`config.mk`:
```
export PLATFORM = sky130hd
export DESIGN_NAME = ps2_cmd_sequencer_flat
export DESIGN_NICKNAME = d
export VERILOG_FILES = /design/src/rtl/ps2_cmd_sequencer_pkg.sv /design/src/rtl/ps2_cmd_sequencer_if.sv /design/src/rtl/ps2_cmd_sequencer_timer.sv /design/src/rtl/ps2_cmd_sequencer.sv /design/src/flat_wrapper.sv
export SDC_FILE = /design/constraint.sdc
export NUM_CORES = 1
export LEC_CHECK = 0
export CORE_MARGIN = 3
export CORE_UTILIZATION = 40
export DETAILED_ROUTE_END_ITERATION = 8
export DONT_BUFFER_PORTS = 1
export PLACE_DENSITY_LB_ADDON = 0.05
export SLEW_MARGIN = 20
export SYNTH_ARGS = -nofsm -noshare
export SYNTH_HDL_FRONTEND = slang
export SYNTH_SLANG_ARGS = --single-unit
```
`constraint.sdc`:
```
create_clock -name CLOCK_50 -period 4.69 [get_ports CLOCK_50]
set_input_delay 0.7035 -clock CLOCK_50 [delete_from_list [all_inputs] [get_ports CLOCK_50]]
set_output_delay 0.7035 -clock CLOCK_50 [all_outputs]
set_load 0.01 [all_outputs]
```
`src/rtl/ps2_cmd_sequencer_pkg.sv`:
```
// Shared constants and state encoding for the PS/2 host command sequencer.
package ps2_pkg;

  localparam logic [7:0] CMD_RESET    = 8'hFF;
  localparam logic [7:0] CMD_SET_LED  = 8'hED;
  localparam logic [7:0] RSP_ACK      = 8'hFA;
  localparam logic [7:0] RSP_RESEND   = 8'hFE;
  localparam logic [7:0] RSP_BAT_OK   = 8'hAA;
  localparam logic [7:0] RSP_BAT_FAIL = 8'hFC;

  localparam int unsigned TIMER_W = 26;

  typedef enum logic [2:0] {
    ST_IDLE,
    ST_SEND,
    ST_WAIT_TX,
    ST_WAIT_ACK,
    ST_WAIT_BAT
  } state_e;

  // Bytes swallowed while a command is outstanding.
  function automatic logic is_response(input logic [7:0] b);
    return (b == RSP_ACK) || (b == RSP_RESEND) || (b == RSP_BAT_OK);
  endfunction

endpackage

```
`src/rtl/ps2_cmd_sequencer_if.sv`:
```
// Request, transmitter, receiver and status signals of the command sequencer.
interface ps2_cmd_sequencer_if;
  logic       rst_req;
  logic       led_valid;
  logic       led_ready;
  logic [2:0] led_bits;
  logic       tx_start;
  logic [7:0] tx_data;
  logic       tx_busy;
  logic       tx_err;
  logic       rx_valid;
  logic [7:0] rx_data;
  logic       code_valid;
  logic [7:0] code_data;
  logic       busy;
  logic       error;
  logic       kb_ok;

  modport master (
    input  rst_req, led_valid, led_bits, tx_busy, tx_err, rx_valid, rx_data,
    output led_ready, tx_start, tx_data, code_valid, code_data, busy, error, kb_ok
  );

  modport slave (
    output rst_req, led_valid, led_bits, tx_busy, tx_err, rx_valid, rx_data,
    input  led_ready, tx_start, tx_data, code_valid, code_data, busy, error, kb_ok
  );
endinterface

```
`src/rtl/ps2_cmd_sequencer_timer.sv`:
```
// Loadable down-counter that saturates at zero; expired while the count is zero.
module ps2_timeout_timer
  import ps2_pkg::*;
#(
  parameter int unsigned W = TIMER_W
) (
  input  logic         CLOCK_50,
  input  logic         RESET_N,
  input  logic         load_i,
  input  logic [W-1:0] load_val_i,
  output logic         expired_o
);

  logic [W-1:0] cnt_q;

  always_ff @(posedge CLOCK_50 or negedge RESET_N) begin
    if (!RESET_N)            cnt_q <= '0;
    else if (load_i)         cnt_q <= load_val_i;
    else if (cnt_q != '0)    cnt_q <= cnt_q - 1'b1;
  end

  assign expired_o = (cnt_q == '0);

endmodule

```
`src/rtl/ps2_cmd_sequencer.sv`:
```
// PS/2 keyboard command controller: sends reset / set-LED commands, handles
// ACK/RESEND/BAT with retries and timeouts, forwards other bytes as scan codes.
module ps2_cmd_sequencer
  import ps2_pkg::*;
#(
  parameter int unsigned TIMEOUT_CYC     = 1_000_000,
  parameter int unsigned BAT_TIMEOUT_CYC = 40_000_000,
  parameter int unsigned MAX_RETRY       = 3
) (
  input  logic                CLOCK_50,
  input  logic                RESET_N,
  ps2_cmd_sequencer_if.master bus
);

  localparam int unsigned        RETRY_W   = $clog2(MAX_RETRY + 1);
  localparam logic [RETRY_W-1:0] RETRY_MAX = RETRY_W'(MAX_RETRY);

  state_e               state_q, state_d;
  logic [7:0]           cur_q, cur_d;
  logic [7:0]           arg_q, arg_d;
  logic                 has_arg_q, has_arg_d;
  logic [RETRY_W-1:0]   retry_q, retry_d;
  logic                 rst_pend_q, rst_pend_d;
  logic                 error_q, error_d;
  logic                 kb_ok_q, kb_ok_d;
  logic                 code_valid_q, code_valid_d;
  logic [7:0]           code_data_q, code_data_d;
  logic                 tx_busy_q;
  logic                 tx_start;
  logic                 fwd;
  logic                 do_retry;
  logic                 tmr_load;
  logic [TIMER_W-1:0]   tmr_val;
  logic                 tmr_expired;

  ps2_timeout_timer #(.W(TIMER_W)) u_timer (
    .CLOCK_50   (CLOCK_50),
    .RESET_N    (RESET_N),
    .load_i     (tmr_load),
    .load_val_i (tmr_val),
    .expired_o  (tmr_expired)
  );

  always_ff @(posedge CLOCK_50 or negedge RESET_N) begin
    if (!RESET_N) begin
      state_q      <= ST_IDLE;
      cur_q        <= '0;
      arg_q        <= '0;
      has_arg_q    <= 1'b0;
      retry_q      <= '0;
      rst_pend_q   <= 1'b0;
      error_q      <= 1'b0;
      kb_ok_q      <= 1'b0;
      code_valid_q <= 1'b0;
      code_data_q  <= '0;
      tx_busy_q    <= 1'b0;
    end else begin
      state_q      <= state_d;
      cur_q        <= cur_d;
      arg_q        <= arg_d;
      has_arg_q    <= has_arg_d;
      retry_q      <= retry_d;
      rst_pend_q   <= rst_pend_d;
      error_q      <= error_d;
      kb_ok_q      <= kb_ok_d;
      code_valid_q <= code_valid_d;
      code_data_q  <= code_data_d;
      tx_busy_q    <= bus.tx_busy;
    end
  end

  always_comb begin
    state_d    = state_q;
    cur_d      = cur_q;
    arg_d      = arg_q;
    has_arg_d  = has_arg_q;
    retry_d    = retry_q;
    rst_pend_d = rst_pend_q | bus.rst_req;
    error_d    = error_q;
    kb_ok_d    = kb_ok_q;
    tx_start   = 1'b0;
    fwd        = 1'b0;
    do_retry   = 1'b0;
    tmr_load   = 1'b0;
    tmr_val    = TIMER_W'(TIMEOUT_CYC);

    unique case (state_q)
      ST_IDLE: begin
        fwd = bus.rx_valid;
        if (rst_pend_d) begin
          cur_d      = CMD_RESET;
          has_arg_d  = 1'b0;
          retry_d    = '0;
          error_d    = 1'b0;
          kb_ok_d    = 1'b0;
          rst_pend_d = 1'b0;
          state_d    = ST_SEND;
        end else if (bus.led_valid) begin
          cur_d     = CMD_SET_LED;
          arg_d     = {5'b0, bus.led_bits};
          has_arg_d = 1'b1;
          retry_d   = '0;
          error_d   = 1'b0;
          state_d   = ST_SEND;
        end
      end
      ST_SEND: begin
        fwd = bus.rx_valid && !is_response(bus.rx_data);
        if (!bus.tx_busy) begin
          tx_start = 1'b1;
          state_d  = ST_WAIT_TX;
        end
      end
      ST_WAIT_TX: begin
        fwd = bus.rx_valid && !is_response(bus.rx_data);
        if (bus.tx_err) begin
          do_retry = 1'b1;
        end else if (tx_busy_q && !bus.tx_busy) begin
          tmr_load = 1'b1;
          state_d  = ST_WAIT_ACK;
        end
      end
      ST_WAIT_ACK: begin
        // A received byte takes precedence over a coincident timer expiry.
        if (bus.rx_valid) begin
          if (bus.rx_data == RSP_ACK) begin
            if (has_arg_q) begin
              cur_d     = arg_q;
              has_arg_d = 1'b0;
              retry_d   = '0;
              state_d   = ST_SEND;
            end else if (cur_q == CMD_RESET) begin
              tmr_load = 1'b1;
              tmr_val  = TIMER_W'(BAT_TIMEOUT_CYC);
              state_d  = ST_WAIT_BAT;
            end else begin
              state_d = ST_IDLE;
            end
          end else if (bus.rx_data == RSP_RESEND) begin
            do_retry = 1'b1;
          end else begin
            fwd = !is_response(bus.rx_data);
          end
        end else if (tmr_expired) begin
          do_retry = 1'b1;
        end
      end
      ST_WAIT_BAT: begin
        if (bus.rx_valid) begin
          if (bus.rx_data == RSP_BAT_OK) begin
            kb_ok_d = 1'b1;
            state_d = ST_IDLE;
          end else if (bus.rx_data == RSP_BAT_FAIL) begin
            error_d = 1'b1;
            kb_ok_d = 1'b0;
            state_d = ST_IDLE;
          end else begin
            fwd = !is_response(bus.rx_data);
          end
        end else if (tmr_expired) begin
          error_d = 1'b1;
          kb_ok_d = 1'b0;
          state_d = ST_IDLE;
        end
      end
      default: state_d = ST_IDLE;
    endcase

    if (do_retry) begin
      if (retry_q < RETRY_MAX) begin
        retry_d = retry_q + 1'b1;
        state_d = ST_SEND;
      end else begin
        error_d = 1'b1;
        state_d = ST_IDLE;
      end
    end

    code_valid_d = fwd;
    code_data_d  = fwd ? bus.rx_data : code_data_q;
  end

  assign bus.led_ready  = (state_q == ST_IDLE) && !rst_pend_q && !bus.rst_req;
  assign bus.tx_start   = tx_start;
  assign bus.tx_data    = cur_q;
  assign bus.code_valid = code_valid_q;
  assign bus.code_data  = code_data_q;
  assign bus.busy       = (state_q != ST_IDLE);
  assign bus.error      = error_q;
  assign bus.kb_ok      = kb_ok_q;

endmodule

```
`src/flat_wrapper.sv`:
```
// flat-port wrapper written by rule: the top's interface ports become plain ports
module ps2_cmd_sequencer_flat import ps2_pkg::*;
#(
  parameter int unsigned TIMEOUT_CYC     = 1_000_000,
  parameter int unsigned BAT_TIMEOUT_CYC = 40_000_000,
  parameter int unsigned MAX_RETRY       = 3
)
  (CLOCK_50, RESET_N, bus_rst_req, bus_led_valid, bus_led_bits, bus_tx_busy, bus_tx_err, bus_rx_valid, bus_rx_data, bus_led_ready, bus_tx_start, bus_tx_data, bus_code_valid, bus_code_data, bus_busy, bus_error, bus_kb_ok);
  ps2_cmd_sequencer_if bus_i ();
  input  logic CLOCK_50;
  input  logic RESET_N;
  input wire logic [$bits(bus_i.rst_req)-1:0] bus_rst_req;
  input wire logic [$bits(bus_i.led_valid)-1:0] bus_led_valid;
  input wire logic [$bits(bus_i.led_bits)-1:0] bus_led_bits;
  input wire logic [$bits(bus_i.tx_busy)-1:0] bus_tx_busy;
  input wire logic [$bits(bus_i.tx_err)-1:0] bus_tx_err;
  input wire logic [$bits(bus_i.rx_valid)-1:0] bus_rx_valid;
  input wire logic [$bits(bus_i.rx_data)-1:0] bus_rx_data;
  output wire logic [$bits(bus_i.led_ready)-1:0] bus_led_ready;
  output wire logic [$bits(bus_i.tx_start)-1:0] bus_tx_start;
  output wire logic [$bits(bus_i.tx_data)-1:0] bus_tx_data;
  output wire logic [$bits(bus_i.code_valid)-1:0] bus_code_valid;
  output wire logic [$bits(bus_i.code_data)-1:0] bus_code_data;
  output wire logic [$bits(bus_i.busy)-1:0] bus_busy;
  output wire logic [$bits(bus_i.error)-1:0] bus_error;
  output wire logic [$bits(bus_i.kb_ok)-1:0] bus_kb_ok;
  assign bus_i.rst_req = bus_rst_req;
  assign bus_i.led_valid = bus_led_valid;
  assign bus_i.led_bits = bus_led_bits;
  assign bus_i.tx_busy = bus_tx_busy;
  assign bus_i.tx_err = bus_tx_err;
  assign bus_i.rx_valid = bus_rx_valid;
  assign bus_i.rx_data = bus_rx_data;
  assign bus_led_ready = bus_i.led_ready;
  assign bus_tx_start = bus_i.tx_start;
  assign bus_tx_data = bus_i.tx_data;
  assign bus_code_valid = bus_i.code_valid;
  assign bus_code_data = bus_i.code_data;
  assign bus_busy = bus_i.busy;
  assign bus_error = bus_i.error;
  assign bus_kb_ok = bus_i.kb_ok;
  ps2_cmd_sequencer #(.TIMEOUT_CYC(TIMEOUT_CYC), .BAT_TIMEOUT_CYC(BAT_TIMEOUT_CYC), .MAX_RETRY(MAX_RETRY)) u_core (.CLOCK_50(CLOCK_50), .RESET_N(RESET_N), .bus(bus_i));
endmodule
```
### Word level (Yosys, flattened, before mapping)

Index checks and enable logic that the tools add are counted.
W data, S select, Z words.

| cells by class | value |
|---|---|
| $add $sub $neg | 2 |
| magnitude comparators | 1 |
| equal/unequal tests | 24 |
| multiplexer cells | 80 |
| bitwise gates (word level) | 2 |
| reduce and logical (&&, ||, !) cells | 23 |

Operator list:

| cell | number |
|---|---|
| $mux W26 | 7 |
| $mux W3 | 14 |
| $eq A8 B8 Y1 const B | 5 |
| $mux W8 | 5 |
| $mux W1 | 38 |
| $logic_not A26 Y1 | 1 |
| $reduce_bool A26 Y1 | 1 |
| $sub A26 B1 Y26 const B | 1 |
| $pmux W8 S2 | 1 |
| $ne A3 B2 Y1 const B | 5 |
| $pmux W3 S5 | 1 |
| $mux W2 | 7 |
| $ne A4 B2 Y1 const B | 3 |
| $pmux W1 S2 | 5 |
| $reduce_and A4 Y1 | 2 |
| $reduce_and A8 Y1 | 1 |
| $eq A3 B2 Y1 const B | 2 |
| $ne A2 B1 Y1 const B | 3 |
| $ne A3 B1 Y1 const B | 2 |
| $reduce_bool A2 Y1 | 3 |
| $ne A5 B2 Y1 const B | 1 |
| $reduce_and A5 Y1 | 1 |
| $logic_and A1 B1 Y1 | 4 |
| $logic_not A1 Y1 | 4 |
| other kinds (14) | 15 |

| word-level totals | value |
|---|---|
| register bits | 56 |
| input port bits | 18 |
| output and inout port bits | 22 |
| word-level logic and storage cells | 144 |

### Logic depth before layout (Yosys ltp)

Gate-level depths: netlist (run 1).

| depth | value |
|---|---|
| depth in word-level cells | 8 |
| gate-level depth with buffers | 8 |

### Hierarchy

Synthesis (run 1) repeated with hierarchy kept, for this count alone.

| unflattened totals | value |
|---|---|
| cell total of the unflattened synthesis | 314 |
| area, all modules | 2970.3 um^2 |

By module, submodules not included:

| module | instances | cells each | area each (um^2) | seq. area each (um^2) |
|---|---|---|---|---|
| ps2_timeout_timer | 1 | 168 | 1517.7 | 650.6 |
| ps2_cmd_sequencer | 1 | 146 | 1452.6 | 675.6 |

### Worst setup path before layout (run 1)

OpenSTA, ideal clock, no wires.

| timing path | value |
|---|---|
| path type | input -> register |
| from | input bus_tx_busy |
| to | register u_core.u_timer.cnt_q[0] |
| library setup time | 0.132 ns |
| arrival | 2.130 ns |
| slack | 2.428 ns |
| stages on the path | 6 |
| buffers on the path | 2 |
| cell sequence | nand2b_1 -> or4b_2 -> clkbuf_1 -> nand2_1 -> clkbuf_1 -> nor2_1 |

| on the way | value |
|---|---|
| cells in the longest elaborated chain, start to end | 6 |

Ends and longest elaborated chain:

| item | RTL line | source |
|---|---|---|
| from (decl) | flat_wrapper.sv:15 | `input wire logic [$bits(bus_i.tx_busy)-1:0] bus_tx_busy;` |
| $logic_not A1 Y1 (*) | -- |  |
| $logic_and A1 B1 Y1 (*) | ps2_cmd_sequencer.sv:118 | `end else if (tx_busy_q && !bus.tx_busy) begin` |
| $mux W1 (*) | ps2_cmd_sequencer.sv:118 |  |
| $mux W1 (*) | ps2_cmd_sequencer.sv:116 | `if (bus.tx_err) begin` |
| $pmux W1 S2 (*) | ps2_cmd_sequencer.sv:87 | `unique case (state_q)` |
| $mux W26 or $reduce_bool A2 Y1 (tied branches) | -- |  |
| to (signal assigned) | ps2_cmd_sequencer_timer.sv:18 | `else if (load_i) cnt_q <= load_val_i;` |
| to (signal assigned) | ps2_cmd_sequencer_timer.sv:19 | `else if (cnt_q != '0) cnt_q <= cnt_q - 1'b1;` |
| to (decl) | ps2_cmd_sequencer_timer.sv:14 | `logic [W-1:0] cnt_q;` |

Mark *: on every way between the ends. The rest lies on a longest branch, timed or not.
A chain may end at the register's enable or synchronous reset.

### Worst setup path in the final report (run 1)

| timing path | value |
|---|---|
| from | register u_core.state_q[1] |
| to | output bus_led_ready |

| on the way | value |
|---|---|
| cells in the longest elaborated chain, start to end | 3 |

Ends and longest elaborated chain:

| item | RTL line | source |
|---|---|---|
| from (decl) | ps2_cmd_sequencer.sv:18 | `state_e state_q, state_d;` |
| from (signal assigned) | ps2_cmd_sequencer.sv:58 | `state_q <= state_d;` |
| $logic_not A3 Y1 | ps2_cmd_sequencer.sv:183 | `assign bus.led_ready = (state_q == ST_IDLE) && !rst_pend_q && !bus.rst_req;` |
| $logic_and A1 B1 Y1 (2 in a row) | ps2_cmd_sequencer.sv:183 |  |
| to (decl) | flat_wrapper.sv:19 | `output wire logic [$bits(bus_i.led_ready)-1:0] bus_led_ready;` |

Every way passes these cells.

==> results.md, run 1 <==
* Status: finished, final reports clean
* Clock transition at path regs at 90 ps
* Number of flops mapped to enable cells by yosys at 0
* Drt first pass iters at 4
* Final hold vios at 0
* I/O pin total at 40
* Dpl ws at 2020 ps
* Post-Syn Area per Cell at 9.94 um^2
* Final core utilization at 44.3%
* # port buffers at 0
* CTS sink count at 53
* Latest clock arrival within the worst-skew pair at 300 ps
* Leak Pwr at 1.13 nW
* CTS root buf: clkbuf_8
* Net Sw Power at 0.595 mW
* Max VDD drop at 0.000272 V
* PD cells at 526 nW/um^2
* Min cycle time layout at 2640 ps
* Post-CTS Hold Buffers at 0
* PostCTS Resize Cnt at 0
* First-pass GRT wire length at 10800 um
* Drt total wl at 6250 um
* Initial antenna violation count at 0
* Post-detail-place hpwl at 4410 um
* Int Pwr at 0.935 mW
* Sequential share of power at 53.1%
* Nets at 294
* Crit path DAT at 1940 ps
* Fraction of layout cells with a size suffix above 1 at 10.3%
* Worst hold slack at 81.0 ps
* Vias/cell at 5.54
* RSZ-0062 raised after global routing: false
* WP data required at 3990 ps
* CP startpoint kind: register
* CTS Buf Count at 5
* Post-synthesis to final-layout area growth at 3.75%
* DR iter-0 viols at 82
* Mapped Nets at 302
* Mapped Area at 2800 um^2
* Final setup violation count at 0
* Clk buf depth at 2
* Logic gate share of total power at 30.8%
* Clock skew at 3.88 ps
* Period utilization at 56.3%
* Placed cell area at 2830 um^2
* Largest net degree at the start of global routing at 54
* Sequential area share after synthesis at 47.3%
* Htree depth at 2
* Ys flop type: dfrtp_1
* Kind of critical path: register to output port
* Final GP Congestion at 0.771
* Sum of negative setup slack at 0 ps
* Total setup buffers inserted after CTS at 0
* Die X at 89.7 um
* Net Sw Frac at 38.9%
* Yosys top cell by area: dfrtp_1
* Post-synth top area share at 47.3%
* Post-Layout Inst Area at 2910 um^2
* Max-cap violations at 0
* Synth top cells by count: 53 x dfrtp_1, 29 x nor2_1, 18 x o21ai_0, 17 x nand2_1
* CTS tree: built
* Slew Limit Fails at 0
* Slew Limit Headroom at 46.3%
* Via count of the routed design at 2029
* Crit end category: output port
* Grt total ovfl at 0
* Post-synthesis cell type count at 53
* Flops & latches, synth at 53
* Starting Density at 42.7%
* Crit Path Max Fanout at 16
* Total GRT Usage at 16.5%
* Final WS setup at 2050 ps
* Hold Path Class: input pin to asynchronous set/reset pin
* Actual slew at the worst max-slew pin at 806 ps
* DRC at 0
* Syn Inst Count at 282
* Count leader, synth: dfrtp_1
* Top cells by area, synth: dfrtp_1 47%, mux2_2 4.8%, nor2_1 3.9%
* DRT antenna net count at 0
* Wire length per cell at 17.1 um
* Synth warn at 0
* Antenna Cells at 0
* Number of global-route vias before repair at 2075
* Async SR Flop Fraction at 100%
* Die H at 89.7 um
* Row count at 29
* Area of the die at 8050 um^2
* Core Region at 6570 um^2
* Peak Freq at 0.379 GHz
* Clk pwr share at 16.1%
[area by class of cell]
cell class,instances,area [um^2]
clock inverters,1,5.00
multi-input cells,204,1350
inverters,10,37.5
fillers,631,3660
clock buffers,5,68.8
well taps,93,116
flip-flops and latches,53,1330
[sequential cells by signal (all words and copies together), names as in the netlist]
register,cells
u_core.tx_busy_q,1
u_core.state_q,3
u_core.bus.error,1
u_core.has_arg_q,1
u_core.bus.code_data,8
u_core.bus.tx_data,5
u_core.u_timer.cnt_q,26
u_core.bus.code_valid,1
u_core.retry_q,2
u_core.bus.kb_ok,1
u_core.arg_q,3
u_core.rst_pend_q,1
[worst max-delay path, stage by stage (launching register included)]
cell	delay [ps]
dfrtp_1	560
nor3_1	510
inv_1	180
nor3_1	380
[cell usage in the layout, fill, tap and decap left out, types with 5 or more instances in the layout]
master	n
inv_1	10
nor3_1	12
nand2_1	17
dfrtp_1	53
nor2_1	29
clkbuf_8	5
nand3_1	11
o21ai_0	18
a21oi_1	7
mux2_2	12
xnor2_1	10
nor4_1	8
xor2_1	11
[per-layer routing]
layer  wire (um)  track usage, %  vias to the layer above
li1            -               -                     1015
met1        3020            22.8                      962
met2        2900            25.6                       48
met3         285            4.34                        4
met4          51            4.47                        0
met5           0               0                        -
[kinds of logic (layout without fill, tap and decap cells)]
family	Yosys count	after routing	synth area share, %
xor+xnor	21	21	6.56
mux	14	14	5.54
buf+inv	25	16	4.38
compound gates	57	57	14.0
fa+ha+maj	2	2	0.893
simple gates	110	110	21.3
flops	53	53	47.3
[power groups by stage]
stage	Sequential, mW	Clock [mW]	Combinational (mW)
CTS	0.813	0.257	0.478
detailed placement	0.821	0	0.478
finish	0.812	0.247	0.472
global route	0.845	0.275	0.547
global placement	0.821	0	0.469
floorplan	0.750	0	0.444
[stage by stage]
stage	power, mW	instances
after detailed placement	1.30	360
final	1.53	366
after floorplan	1.19	282
after CTS	1.55	366
after global routing	1.67	366
after global placement	1.29	360
[path summary, 6_finish.rpt]
kind	slack [ps]	endpoint	startpoint	cells past startpoint
hold reg to reg	490	u_core.retry_q[0]$_DFF_PN0_	u_core.retry_q[0]$_DFF_PN0_	1
min in group CLOCK_50	420	u_core.tx_busy_q$_DFF_PN0_	bus_tx_busy	0
setup reg to reg	2110	u_core.retry_q[1]$_DFF_PN0_	u_core.u_timer.cnt_q[3]$_DFFE_PN0P_	5
max in group asynchronous	4510	u_core.u_timer.cnt_q[25]$_DFFE_PN0P_	RESET_N	0
hold / removal	80	u_core.u_timer.cnt_q[2]$_DFFE_PN0P_	RESET_N	0
setup / recovery	2050	bus_led_ready	u_core.state_q[1]$_DFFE_PN0P_	3
No activity file was read; power rests on OpenSTA's default activity.
==> run 2: changes to the inputs <==
==> constraint.sdc (replaced) <==
create_clock -name CLOCK_50 -period 2.2 [get_ports CLOCK_50]
set_input_delay 0.33 -clock CLOCK_50 [delete_from_list [all_inputs] [get_ports CLOCK_50]]
set_output_delay 0.33 -clock CLOCK_50 [all_outputs]
set_load 0.01 [all_outputs]
==> run 2 against run 1 <==
Setup slack got worse by 2000 ps. Routed wire length rose by 5.0%. Sequential cell count unchanged. Non-clock buffer count grew 33. Clock skew increased by 5.0 ps. Sequential power increased by 100%. Critical endpoint is now u_core.u_timer.cnt_q[17]$_DFFE_PN0P_. Global-route usage is 0.30 points higher. Clock power rose to 2.8 times the previous value. Cell count grew 9.8%. Design area is 12% higher. Combinational power rose to 2.8 times the previous value.
==> results.md, run 2 (synthesized netlist as in run 1, its figures left out) <==
* CP cell instances: or4_4 > or4_4 > o2111ai_2 > xor2_1 > nand3_1 (was nor3_1 > inv_1 > nor3_1)
* Hold Path Origin: bus_tx_busy
* Post-detail-place hpwl at 4630 um (was 4410 um)
* Multi-input gate area at 1380 um^2 (was 1350 um^2)
* Layout filler cell count at 620 (was 631)
* Largest net degree at the start of global routing at 54 (unchanged)
* Min cycle time layout at 2120 ps
* RR Endpoint: u_core.u_timer.cnt_q[17]$_DFFE_PN0P_ (was u_core.retry_q[1]$_DFF_PN0_)
* Drt total wl at 6570 um (was 6250 um)
* Total GRT Usage at 16.8% (was 16.5%)
* CP peak stage delay at 590 ps (was 560 ps)
* DRT antenna net count at 0 (unchanged)
* Row count at 29 (unchanged)
* Placed cell area at 3080 um^2 (was 2830 um^2)
* Reg with most FFs: u_core.u_timer.cnt_q (unchanged)
* Worst setup path start: u_core.u_timer.cnt_q[14]$_DFFE_PN0P_ (was u_core.state_q[1]$_DFFE_PN0P_)
* Sequential cell area at 1330 um^2 (unchanged)
* Number of global-route vias before repair at 2199 (was 2075)
* Final setup violation count at 0 (unchanged)
* Nets at 328 (was 294)
* Drt first pass iters at 4 (unchanged)
* Starting Density at 42.7% (unchanged)
* Area of the die at 8050 um^2 (unchanged)
* RSZ-0062 raised after global routing: true (was false)
* Post-synthesis to final-layout area growth at 16.4% (was 3.75%)
* I/O pin total at 40 (unchanged)
* Clock transition at path regs at 100 ps (was 90 ps)
* Clock skew at 8.93 ps (was 3.88 ps)
* Most common cell after layout, fill and taps aside: dfrtp_1 (unchanged)
* CTS tree: built (unchanged)
* Die X at 89.7 um (unchanged)
* Initial antenna violation count at 0 (unchanged)
* Kind of critical path: register to register (was register to output port)
* Core Region at 6570 um^2 (unchanged)
* Highest-delay cell along the critical path: or4_4 (was dfrtp_1)
* Placed cells at 391 (was 360)
* Slew Limit Headroom at 53.9% (was 46.3%)
* Top Family by Delay on Critical Path: simple AND/OR/NAND/NOR gates (unchanged)
* Wire length per cell at 16.3 um (was 17.1 um)
* CTS sink count at 53 (unchanged)
* DR iter-0 viols at 76 (was 82)
* Max VDD drop at 0.000557 V (was 0.000272 V)
* RR Startpoint: u_core.u_timer.cnt_q[14]$_DFFE_PN0P_ (was u_core.u_timer.cnt_q[3]$_DFFE_PN0P_)
* WP data required at 2400 ps (was 3990 ps)
* R2R Setup Slk at 80 ps (was 2110 ps)
* DRC at 0 (unchanged)
* Post-Layout Inst Area at 3260 um^2 (was 2910 um^2)
* Fraction of layout cells with a size suffix above 1 at 21.4% (was 10.3%)
* CP most frequent cell: or4_4 (was nor3_1)
* Total setup buffers inserted after CTS at 0 (unchanged)
* Crit end category: register (was output port)
* Clk buf depth at 2 (unchanged)
* Final core utilization at 49.7% (was 44.3%)
* R2R cell count at 5 (unchanged)
* Htree depth at 2 (unchanged)
* Period utilization at 96.5%
* Latest clock arrival within the worst-skew pair at 310 ps (was 300 ps)
* Hold Path Class: input pin to register (was input pin to asynchronous set/reset pin)
* Status: finished, final reports clean (unchanged)
* CTS root buf: clkbuf_8 (unchanged)
* Die H at 89.7 um (unchanged)
* Hold EP: u_core.tx_busy_q$_DFF_PN0_
* CP Buf/Inv Count at 0 (was 1)
* Vias/cell at 5.42 (was 5.54)
* Hold Crit Depth at 0
* Max FFs per register at 26 (unchanged)
* Grt total ovfl at 0 (unchanged)
* Antenna Cells at 0 (unchanged)
* CP startpoint kind: register (unchanged)
* Crit path DAT at 2330 ps (was 1940 ps)
* CTS Buf Count at 5 (unchanged)
* Crit path depth at 5 (was 3)
* Sum of negative setup slack at 0 ps (unchanged)
* Crit Path Max Fanout at 5 (was 16)
* Most frequent cells in the layout: 53 x dfrtp_1, 30 x buf_4, 29 x nor2_1 (was 53 x dfrtp_1, 29 x nor2_1, 18 x o21ai_0)
* Actual slew at the worst max-slew pin at 682 ps (was 806 ps)
* Peak Freq at 0.471 GHz
* Final hold vios at 0 (unchanged)
* Final GP Congestion at 0.875 (was 0.771)
* Max-cap violations at 0 (unchanged)
* Finished Layout Cells at 402 (was 366)
* PD cells at 1120 nW/um^2 (was 526 nW/um^2)
* Leak Pwr at 1.32 nW (was 1.13 nW)
* Slew Limit Fails at 0 (unchanged)
* Via count of the routed design at 2177 (was 2029)
* First-pass GRT wire length at 11100 um (was 10800 um)
* # port buffers at 0 (unchanged)
==> run 2: worst reg2reg max path, delay by kind of cell (launching register included) <==
family | cells | cell delay (ps)
AND/OR/NAND/NOR | 3 | 1230
flip-flops | 1 | 390
AO/OA/AOI/OAI | 1 | 210
XOR/XNOR | 1 | 190
==> run 2: layout make-up <==
cell class                      count  share of cell area [%]
Multi-Input combinational cell    205                    42.4
Clock buffer                        7                    2.65
Tap cell                           93                    3.57
Clock inverter                      1                   0.920
Inverter                           10                    1.15
Timing Repair Buffer               33                    8.67
Sequential cell                    53                    40.6
==> run 2: power by group <==
part	switching (mW)	internal (mW)	leakage, nW
clock	0.328	0.372	0.0585
combinational	0.665	0.634	0.631
sequential	0.336	1.32	0.636
total	1.33	2.32	1.32
==> run 2: worst max path at each step <==
stage                                      endpoint  slack, ps
2_1_floorplan  u_core.u_timer.cnt_q[17]$_DFFE_PN0P_          6
3_3_place_gp   u_core.u_timer.cnt_q[17]$_DFFE_PN0P_         40
3_5_place_dp   u_core.u_timer.cnt_q[17]$_DFFE_PN0P_         -7
4_1_cts        u_core.u_timer.cnt_q[17]$_DFFE_PN0P_         30
5_1_grt        u_core.u_timer.cnt_q[17]$_DFFE_PN0P_        -40
6_report       u_core.u_timer.cnt_q[17]$_DFFE_PN0P_         80
==> run 2: layer usage <==
metal | wire length, um | GRT usage [%] | vias to the layer above
li1 | - | - | 1087
met3 | 296 | 3.76 | 7
met2 | 3140 | 27.1 | 44
met1 | 3070 | 22.8 | 1039
met5 | 0 | 0 | -
met4 | 65 | 4.60 | 0
==> run 2: what timing repair did <==
action,in CTS,in global routing
setup endpoints to repair,1,17
cloned,0,1
gates resized for setup,1,5
hold buffers,2,0
endpoints found under the hold margin,53,0
pin swaps,1,4
==> run 2: metrics by stage <==
stage,hold slack (ps),power (mW),setup slack (ps)
3_5_place_dp,36.3,2.95,-7.18
4_1_cts,31.7,3.69,33.0
3_3_place_gp,36.3,2.94,43.1
6_report,41.7,3.65,76.0
2_1_floorplan,34.4,2.55,5.76
5_1_grt,19.2,3.96,-35.5
